$ cat src/rtl/tst_dout_chk_prbs31.sv
// -----------------------------------------------------------------------------
// tst_dout_chk_prbs31
//
// Receive-side checker for a 28-bit/cycle PRBS31 stream (x^31 + x^28 + 1,
// 28 LFSR steps per word, word = state[30:3]). It seeds its own LFSR from two
// received words, verifies LOCK_CNT further words, and then free-runs in
// lockstep with the stream. It reports lock, per-word error pulses and
// saturating bit/word/checked-word counters.
//
// Optional feature macro: TST_DOUT_CHK_PRBS31_ERRCAP_EN
//   When defined, the expected word, the received word and the word index of
//   the first locked mismatch are captured. When undefined, the cap_* outputs
//   are tied to zero.
//
// Parameters:
//   LOCK_CNT    consecutive good words in verify before lock
//   UNLOCK_CNT  consecutive bad words while locked that drop lock
//   CNT_W       width of all counters
//
// Ports:
//   clk            in   clock
//   arstn          in   asynchronous reset, active low
//   vld_i          in   dat_i valid
//   dat_i          in   received PRBS word (28 bits)
//   clr_i          in   synchronous clear of counters and capture registers
//   lock_o         out  high while locked
//   err_o          out  one-cycle pulse per mismatching locked word
//   err_bit_cnt_o  out  errored bits while locked (saturating)
//   err_wrd_cnt_o  out  errored words while locked (saturating)
//   wrd_cnt_o      out  words checked while locked (saturating)
//   cap_vld_o      out  first-error capture valid
//   cap_exp_o      out  expected word at first error
//   cap_rcv_o      out  received word at first error
//   cap_idx_o      out  word count at first error
//
// Pipeline: stage 0 registers the input, stage 1 compares and runs the FSM,
// stage 2 popcounts and updates counters/outputs (3 clk from vld_i).
// -----------------------------------------------------------------------------
module tst_dout_chk_prbs31 #(
  parameter int unsigned LOCK_CNT   = 16,
  parameter int unsigned UNLOCK_CNT = 4,
  parameter int unsigned CNT_W      = 32
) (
  input  logic             clk,
  input  logic             arstn,
  input  logic             vld_i,
  input  logic [27:0]      dat_i,
  input  logic             clr_i,
  output logic             lock_o,
  output logic             err_o,
  output logic [CNT_W-1:0] err_bit_cnt_o,
  output logic [CNT_W-1:0] err_wrd_cnt_o,
  output logic [CNT_W-1:0] wrd_cnt_o,
  output logic             cap_vld_o,
  output logic [27:0]      cap_exp_o,
  output logic [27:0]      cap_rcv_o,
  output logic [CNT_W-1:0] cap_idx_o
);

  localparam int unsigned GOOD_W = (LOCK_CNT > 1) ? $clog2(LOCK_CNT + 1) : 1;
  localparam int unsigned BAD_W  = (UNLOCK_CNT > 1) ? $clog2(UNLOCK_CNT + 1) : 1;
  localparam int unsigned SUM_W  = CNT_W + 6;

  localparam logic [GOOD_W-1:0] GOOD_LAST = GOOD_W'(LOCK_CNT - 1);
  localparam logic [BAD_W-1:0]  BAD_LAST  = BAD_W'(UNLOCK_CNT - 1);
  localparam logic [CNT_W-1:0]  CNT_MAX   = {CNT_W{1'b1}};

  localparam logic [1:0] S_ACQ0 = 2'd0;
  localparam logic [1:0] S_ACQ1 = 2'd1;
  localparam logic [1:0] S_VFY  = 2'd2;
  localparam logic [1:0] S_LOCK = 2'd3;

  // 28-step jump of the x^31 + x^28 + 1 LFSR
  function automatic logic [30:0] f_nxt(input logic [30:0] s);
    logic [30:0] n;
    n[2:0] = s[30:28];
    for (int k = 3; k <= 30; k++) begin
      n[k] = s[k-3] ^ s[k];
    end
    return n;
  endfunction

  // ---------------------------------------------------------------------------
  // Stage 0: input register
  // ---------------------------------------------------------------------------
  logic        r_vld0;
  logic [27:0] r_dat0;

  always_ff @(posedge clk or negedge arstn) begin
    if (!arstn) begin
      r_vld0 <= 1'b0;
      r_dat0 <= '0;
    end else begin
      r_vld0 <= vld_i;
      r_dat0 <= dat_i;
    end
  end

  // ---------------------------------------------------------------------------
  // Stage 1: compare and acquisition FSM
  // ---------------------------------------------------------------------------
  logic [1:0]        r_state, w_state_d;
  logic [30:0]       r_s, w_s_d;
  logic [2:0]        r_w0_top, w_w0_top_d;  // only w0[27:25] is needed for seeding
  logic [GOOD_W-1:0] r_good, w_good_d;
  logic [BAD_W-1:0]  r_bad, w_bad_d;

  logic [30:0] w_nxt;
  logic [27:0] w_exp;
  logic [27:0] w_xor;
  logic        w_mis;

  assign w_nxt = f_nxt(r_s);
  assign w_exp = w_nxt[30:3];
  assign w_xor = r_dat0 ^ w_exp;
  assign w_mis = |w_xor;

  always_comb begin
    w_state_d  = r_state;
    w_s_d      = r_s;
    w_w0_top_d = r_w0_top;
    w_good_d   = r_good;
    w_bad_d    = r_bad;
    if (r_vld0) begin
      case (r_state)
        S_ACQ0: begin
          w_w0_top_d = r_dat0[27:25];
          w_state_d  = S_ACQ1;
        end
        S_ACQ1: begin
          // The seed's low bits are the top bits of the previous state
          w_s_d     = {r_dat0, r_w0_top};
          w_good_d  = '0;
          w_state_d = S_VFY;
        end
        S_VFY: begin
          w_s_d = w_nxt;
          if (w_mis) begin
            // Discarded: the next word starts a fresh acquisition
            w_state_d = S_ACQ0;
          end else if (r_good == GOOD_LAST) begin
            w_bad_d   = '0;
            w_state_d = S_LOCK;
          end else begin
            w_good_d = r_good + 1'b1;
          end
        end
        default: begin  // S_LOCK: flywheel, never reseeded from data
          w_s_d = w_nxt;
          if (!w_mis) begin
            w_bad_d = '0;
          end else if (r_bad == BAD_LAST) begin
            w_state_d = S_ACQ0;
          end else begin
            w_bad_d = r_bad + 1'b1;
          end
        end
      endcase
    end
  end

  always_ff @(posedge clk or negedge arstn) begin
    if (!arstn) begin
      r_state  <= S_ACQ0;
      r_s      <= '0;
      r_w0_top <= '0;
      r_good   <= '0;
      r_bad    <= '0;
    end else begin
      r_state  <= w_state_d;
      r_s      <= w_s_d;
      r_w0_top <= w_w0_top_d;
      r_good   <= w_good_d;
      r_bad    <= w_bad_d;
    end
  end

  // Stage 1 result register
  logic        r_chk1;  // word was checked while locked
  logic        r_mis1;
  logic [27:0] r_xor1;

  always_ff @(posedge clk or negedge arstn) begin
    if (!arstn) begin
      r_chk1 <= 1'b0;
      r_mis1 <= 1'b0;
      r_xor1 <= '0;
    end else begin
      r_chk1 <= r_vld0 && (r_state == S_LOCK);
      if (r_vld0) begin
        r_mis1 <= w_mis;
        r_xor1 <= w_xor;
      end
    end
  end

  // ---------------------------------------------------------------------------
  // Stage 2: popcount, counters, outputs
  // ---------------------------------------------------------------------------
  logic             r_lock;
  logic             r_err;
  logic [CNT_W-1:0] r_err_bit_cnt, w_err_bit_cnt_d;
  logic [CNT_W-1:0] r_err_wrd_cnt, w_err_wrd_cnt_d;
  logic [CNT_W-1:0] r_wrd_cnt, w_wrd_cnt_d;

  logic             w_err2;
  logic [4:0]       w_pop;
  logic [SUM_W-1:0] w_bit_sum;

  assign w_err2 = r_chk1 & r_mis1;

  always_comb begin
    w_pop = '0;
    for (int i = 0; i < 28; i++) begin
      w_pop = w_pop + 5'(r_xor1[i]);
    end
  end

  // Widened add so a 28-bit burst on a narrow counter clamps instead of wrapping
  assign w_bit_sum = {6'b0, r_err_bit_cnt} + {{(CNT_W + 1){1'b0}}, w_pop};

  always_comb begin
    w_wrd_cnt_d     = r_wrd_cnt;
    w_err_wrd_cnt_d = r_err_wrd_cnt;
    w_err_bit_cnt_d = r_err_bit_cnt;
    if (clr_i) begin
      w_wrd_cnt_d     = '0;
      w_err_wrd_cnt_d = '0;
      w_err_bit_cnt_d = '0;
    end else begin
      if (r_chk1 && (r_wrd_cnt != CNT_MAX)) begin
        w_wrd_cnt_d = r_wrd_cnt + 1'b1;
      end
      if (w_err2) begin
        if (r_err_wrd_cnt != CNT_MAX) begin
          w_err_wrd_cnt_d = r_err_wrd_cnt + 1'b1;
        end
        if (|w_bit_sum[SUM_W-1:CNT_W]) begin
          w_err_bit_cnt_d = CNT_MAX;
        end else begin
          w_err_bit_cnt_d = w_bit_sum[CNT_W-1:0];
        end
      end
    end
  end

  always_ff @(posedge clk or negedge arstn) begin
    if (!arstn) begin
      r_lock        <= 1'b0;
      r_err         <= 1'b0;
      r_wrd_cnt     <= '0;
      r_err_wrd_cnt <= '0;
      r_err_bit_cnt <= '0;
    end else begin
      r_lock        <= (r_state == S_LOCK);
      r_err         <= w_err2;
      r_wrd_cnt     <= w_wrd_cnt_d;
      r_err_wrd_cnt <= w_err_wrd_cnt_d;
      r_err_bit_cnt <= w_err_bit_cnt_d;
    end
  end

  assign lock_o        = r_lock;
  assign err_o         = r_err;
  assign wrd_cnt_o     = r_wrd_cnt;
  assign err_wrd_cnt_o = r_err_wrd_cnt;
  assign err_bit_cnt_o = r_err_bit_cnt;

  // ---------------------------------------------------------------------------
  // First-error capture
  // ---------------------------------------------------------------------------
`ifdef TST_DOUT_CHK_PRBS31_ERRCAP_EN
  logic [27:0]      r_exp1;
  logic [27:0]      r_rcv1;
  logic             r_cap_vld;
  logic [27:0]      r_cap_exp;
  logic [27:0]      r_cap_rcv;
  logic [CNT_W-1:0] r_cap_idx;

  always_ff @(posedge clk or negedge arstn) begin
    if (!arstn) begin
      r_exp1 <= '0;
      r_rcv1 <= '0;
    end else if (r_vld0) begin
      r_exp1 <= w_exp;
      r_rcv1 <= r_dat0;
    end
  end

  always_ff @(posedge clk or negedge arstn) begin
    if (!arstn) begin
      r_cap_vld <= 1'b0;
      r_cap_exp <= '0;
      r_cap_rcv <= '0;
      r_cap_idx <= '0;
    end else if (clr_i) begin
      r_cap_vld <= 1'b0;
      r_cap_exp <= '0;
      r_cap_rcv <= '0;
      r_cap_idx <= '0;
    end else if (w_err2 && !r_cap_vld) begin
      // Index is the count of locked words preceding the errored one
      r_cap_vld <= 1'b1;
      r_cap_exp <= r_exp1;
      r_cap_rcv <= r_rcv1;
      r_cap_idx <= r_wrd_cnt;
    end
  end

  assign cap_vld_o = r_cap_vld;
  assign cap_exp_o = r_cap_exp;
  assign cap_rcv_o = r_cap_rcv;
  assign cap_idx_o = r_cap_idx;
`else
  assign cap_vld_o = 1'b0;
  assign cap_exp_o = '0;
  assign cap_rcv_o = '0;
  assign cap_idx_o = '0;
`endif

endmodule

$ cat config.mk
export PLATFORM = sky130hd
export DESIGN_NAME = tst_dout_chk_prbs31
export DESIGN_NICKNAME = d
export VERILOG_FILES = /design/src/rtl/tst_dout_chk_prbs31.sv
export SDC_FILE = /design/constraint.sdc
export NUM_CORES = 1
export LEC_CHECK = 0
export ABC_CLOCK_PERIOD_IN_PS = 5190
export CORE_MARGIN = 3
export CORE_UTILIZATION = 48
export CTS_CLUSTER_DIAMETER = 80
export DETAILED_ROUTE_END_ITERATION = 16
export PLACE_DENSITY_LB_ADDON = 0.05
export SYNTH_ARGS = -nofsm -noshare
export SYNTH_HDL_FRONTEND = slang
export SYNTH_SLANG_ARGS = --single-unit
$ cat constraint.sdc
create_clock -name clk -period 5.19 [get_ports clk]
set_input_delay 0.7785 -clock clk [delete_from_list [all_inputs] [get_ports clk]]
set_output_delay 0.7785 -clock clk [all_outputs]
set_load 0.05 [all_outputs]
==> results.toml <==
[timing]
period_needed_ns = 5.459
max_slew_margin_pct = 38.08
skew_ns = 0.01781
rsz0062_at_grt = "yes"
maxSlewViolCount = 0
finalHoldViolCount = 0
fin_ws_ns = -0.2693
finalCritPeriodShare_pct = 105.2
finalSetupTns_ns = -5.769
worst_pin_slew_ns = 0.9288
setup_viol_count_final = 32
fmax_mhz = 183.2

[worst_setup_path]
worstPathMaxFanout = 7
critPathKind = "reg2reg"
cp-start-kind = "flop"
cp_data_required_time_ns = 5.58
crit_path_end_kind = "flop"
worstPathArrival_ns = 5.85

[hold_path]
holdCritPathClass = "in2async"

[final_layout]
finalCoreUtilization_pct = 59.91
insertedDiodeCount = 0
final_common_cell = "dfrtp_1"
layout_common_cells = "dfrtp_1, nor2_1, clkdlybuf4s50_1"
nets = 1387
drive_gt1_share_pct = 9.721
area_growth_pct = 21.36
nFillCells = 2006

[logic_synthesis]
synth_seq_area_share_pct = 44.46
syn_area_per_cell_um2 = 9.628
yosys_warnings = 0
synth_top_area_share_pct = 44.46
synth_top_cell_by_area = "dfrtp_1"
synthArstFlopShare_pct = 100.0
synth_ff_type = "dfrtp_1"
synth_cell_type_count = 65
synth_edf_count = 0
mappedNetlistArea_mm2 = 0.01131
synth.area.top_cells = "dfrtp_1, buf_4, nor2_1"
syn_inst = 1175
synth_seq_cells = 201

[placement]
preCtsSetupSlack_ns = -0.2858
gp_congestion = 0.8181
dp_hpwl_mm = 17.42
port_buffers = 129

[global_routing]
grt_max_degree = 107
antenna_found_initial = 0
met1_usage_pct = 26.09
grt_pass1_wl_mm = 40.16
grt_pass1_vias = 7884
grt_busiest_layer = "met2"
grt_use_met3_pct = 2.940
use_met2_pct = 31.23
gr-total-overflow = 0
grt.total_usage_pct = 18.72

[die]
core_mm2 = 0.02292
initial_core_util_pct = 49.37
die_h_um = 159.5
die_w_um = 159.5
fp.dieArea_mm2 = 0.02545
pin_count = 219
rows = 55

[run_status]
outcome = "finished, violations left"
violations = "negative setup slack"

[routing]
ant_nets = 0
vias_per_cell = 5.154
drt_pre_antenna_iters = 5
avgRoutedWirePerCell_um = 14.92
drt_wl_total_mm = 24.47
vias = 8453
drt_iter0_drc = 574
drc = 0

[clock_network]
clk_latency_ns = 0.51
cts_buffers = 23
htreeDepth = 1
clockBufferDepth = 3
cts_tree = "yes"
cts_hold_buf = 0
clock-sinks = 201
clockRootBuffer = "clkbuf_16"
cts.clk_slew.worst_paths_ns = 0.06

[flow_run]
max-cap-violations = 0
==> flip-flops by register name, indices dropped and copies added (netlist names) <==
signal and flops:
r_dat0 28, err_bit_cnt_o 32, err_wrd_cnt_o 32, wrd_cnt_o 32, r_bad 3, r_w0_top 3
r_vld0 1, r_xor1 28, r_chk1 1, err_o 1, r_good 5, r_s 31
r_state 2, r_mis1 1, lock_o 1
==> per-stage QoR <==
step	std cells	hold WS [ns]	cell area, um^2
after global routing	1640	0.4413	13730
after detailed placement	1594	0.4806	12710
final	1640	0.3641	13730
after CTS	1638	0.3979	13600
after global placement	1594	0.4708	12710
after floorplan	1263	0.4573	11700
==> cell usage after synthesis, types with 3 or more instances <==
library cell  count
a31oi_1           5
nor3_1           19
nand3_1          34
o22ai_1           8
and4_1            9
buf_4            89
nor4_1            8
inv_1            52
a22oi_1          25
and2_1           11
mux2i_1          10
xnor2_1          57
xor2_1           57
nand2b_1          5
o21ai_0         100
ha_1             22
nand3b_1          4
o21a_1            4
o211ai_1          6
dfrtp_1         201
a211oi_1          7
mux2_2           11
nand4b_1          3
a21oi_1          36
nor3b_1           3
nor2_1          136
or3_1             7
and3_1           22
a311oi_1          6
nor2b_1           5
fa_1             22
nand4_1          29
nand2_1          79
clkbuf_1         41
==> worst paths after layout <==
kind	from	endpoint	slack [ns]	cells after the start
worst max-delay path	r_xor1[16]	err_bit_cnt_o[19]	-0.27	20
worst min-delay path	arstn	err_wrd_cnt_o[13]	0.36	1
worst max register to register	r_xor1[16]	err_bit_cnt_o[19]	-0.27	20
worst min register to register	r_bad[0]	r_bad[0]	0.48	1
max in group asynchronous	arstn	r_s[26]	3.82	2
min in group clk	r_bad[0]	r_bad[0]	0.48	1
==> cells by family after synthesis <==
logic type,after synthesis,synth area share [%]
adders and majority gates,44,6.326
AOI/OAI and AO/OA,216,11.62
xor gates and xnor gates,116,9.113
buffers and inverters,189,9.456
muxes,21,1.980
and+or+nand+nor,387,17.01
other,1,0.03315
DFF,201,44.46
==> layer usage <==
layer	up-vias	share of wire (%)	wire (um)
li1	4158	-	-
met1	4064	46	11350
met2	201	48	11660
met3	30	4.3	1053
met4	0	1.7	407
met5	-	0	0
==> timing repair <==
item | 4_1_cts | 5_1_grt
endpoints found under the setup margin | 32 | 32
setup buffers | 3 | 2
gates resized for setup | 9 | 22
pin swaps | 8 | 10
==> layout make-up <==
type	instances	area (um^2)	share of cell area, %
clock buffer	32	679.4	4.949
clock inverter	9	153.9	1.121
inverter	53	198.9	1.449
multi-input combinational	873	5733	41.76
sequential	201	5031	36.64
tap	313	391.6	2.852
timing repair buffer	159	1541	11.23
==> worst max-delay path: stages (launching register included) <==
cell,delay (ns)
dfrtp_1,0.40
fa_1,0.53
inv_1,0.05
fa_1,0.49
fa_1,0.45
fa_1,0.49
fa_1,0.51
fa_1,0.43
fa_2,0.36
inv_2,0.07
fa_2,0.20
a21o_1,0.13
a21oi_2,0.06
o211ai_1,0.25
buf_4,0.16
buf_4,0.11
nand3_4,0.10
buf_6,0.17
a21oi_1,0.13
nor2_1,0.06
a311oi_1,0.22
Power is not shown: default switching activity piles up to over one toggle a cycle in this logic, so the estimate is an artifact.
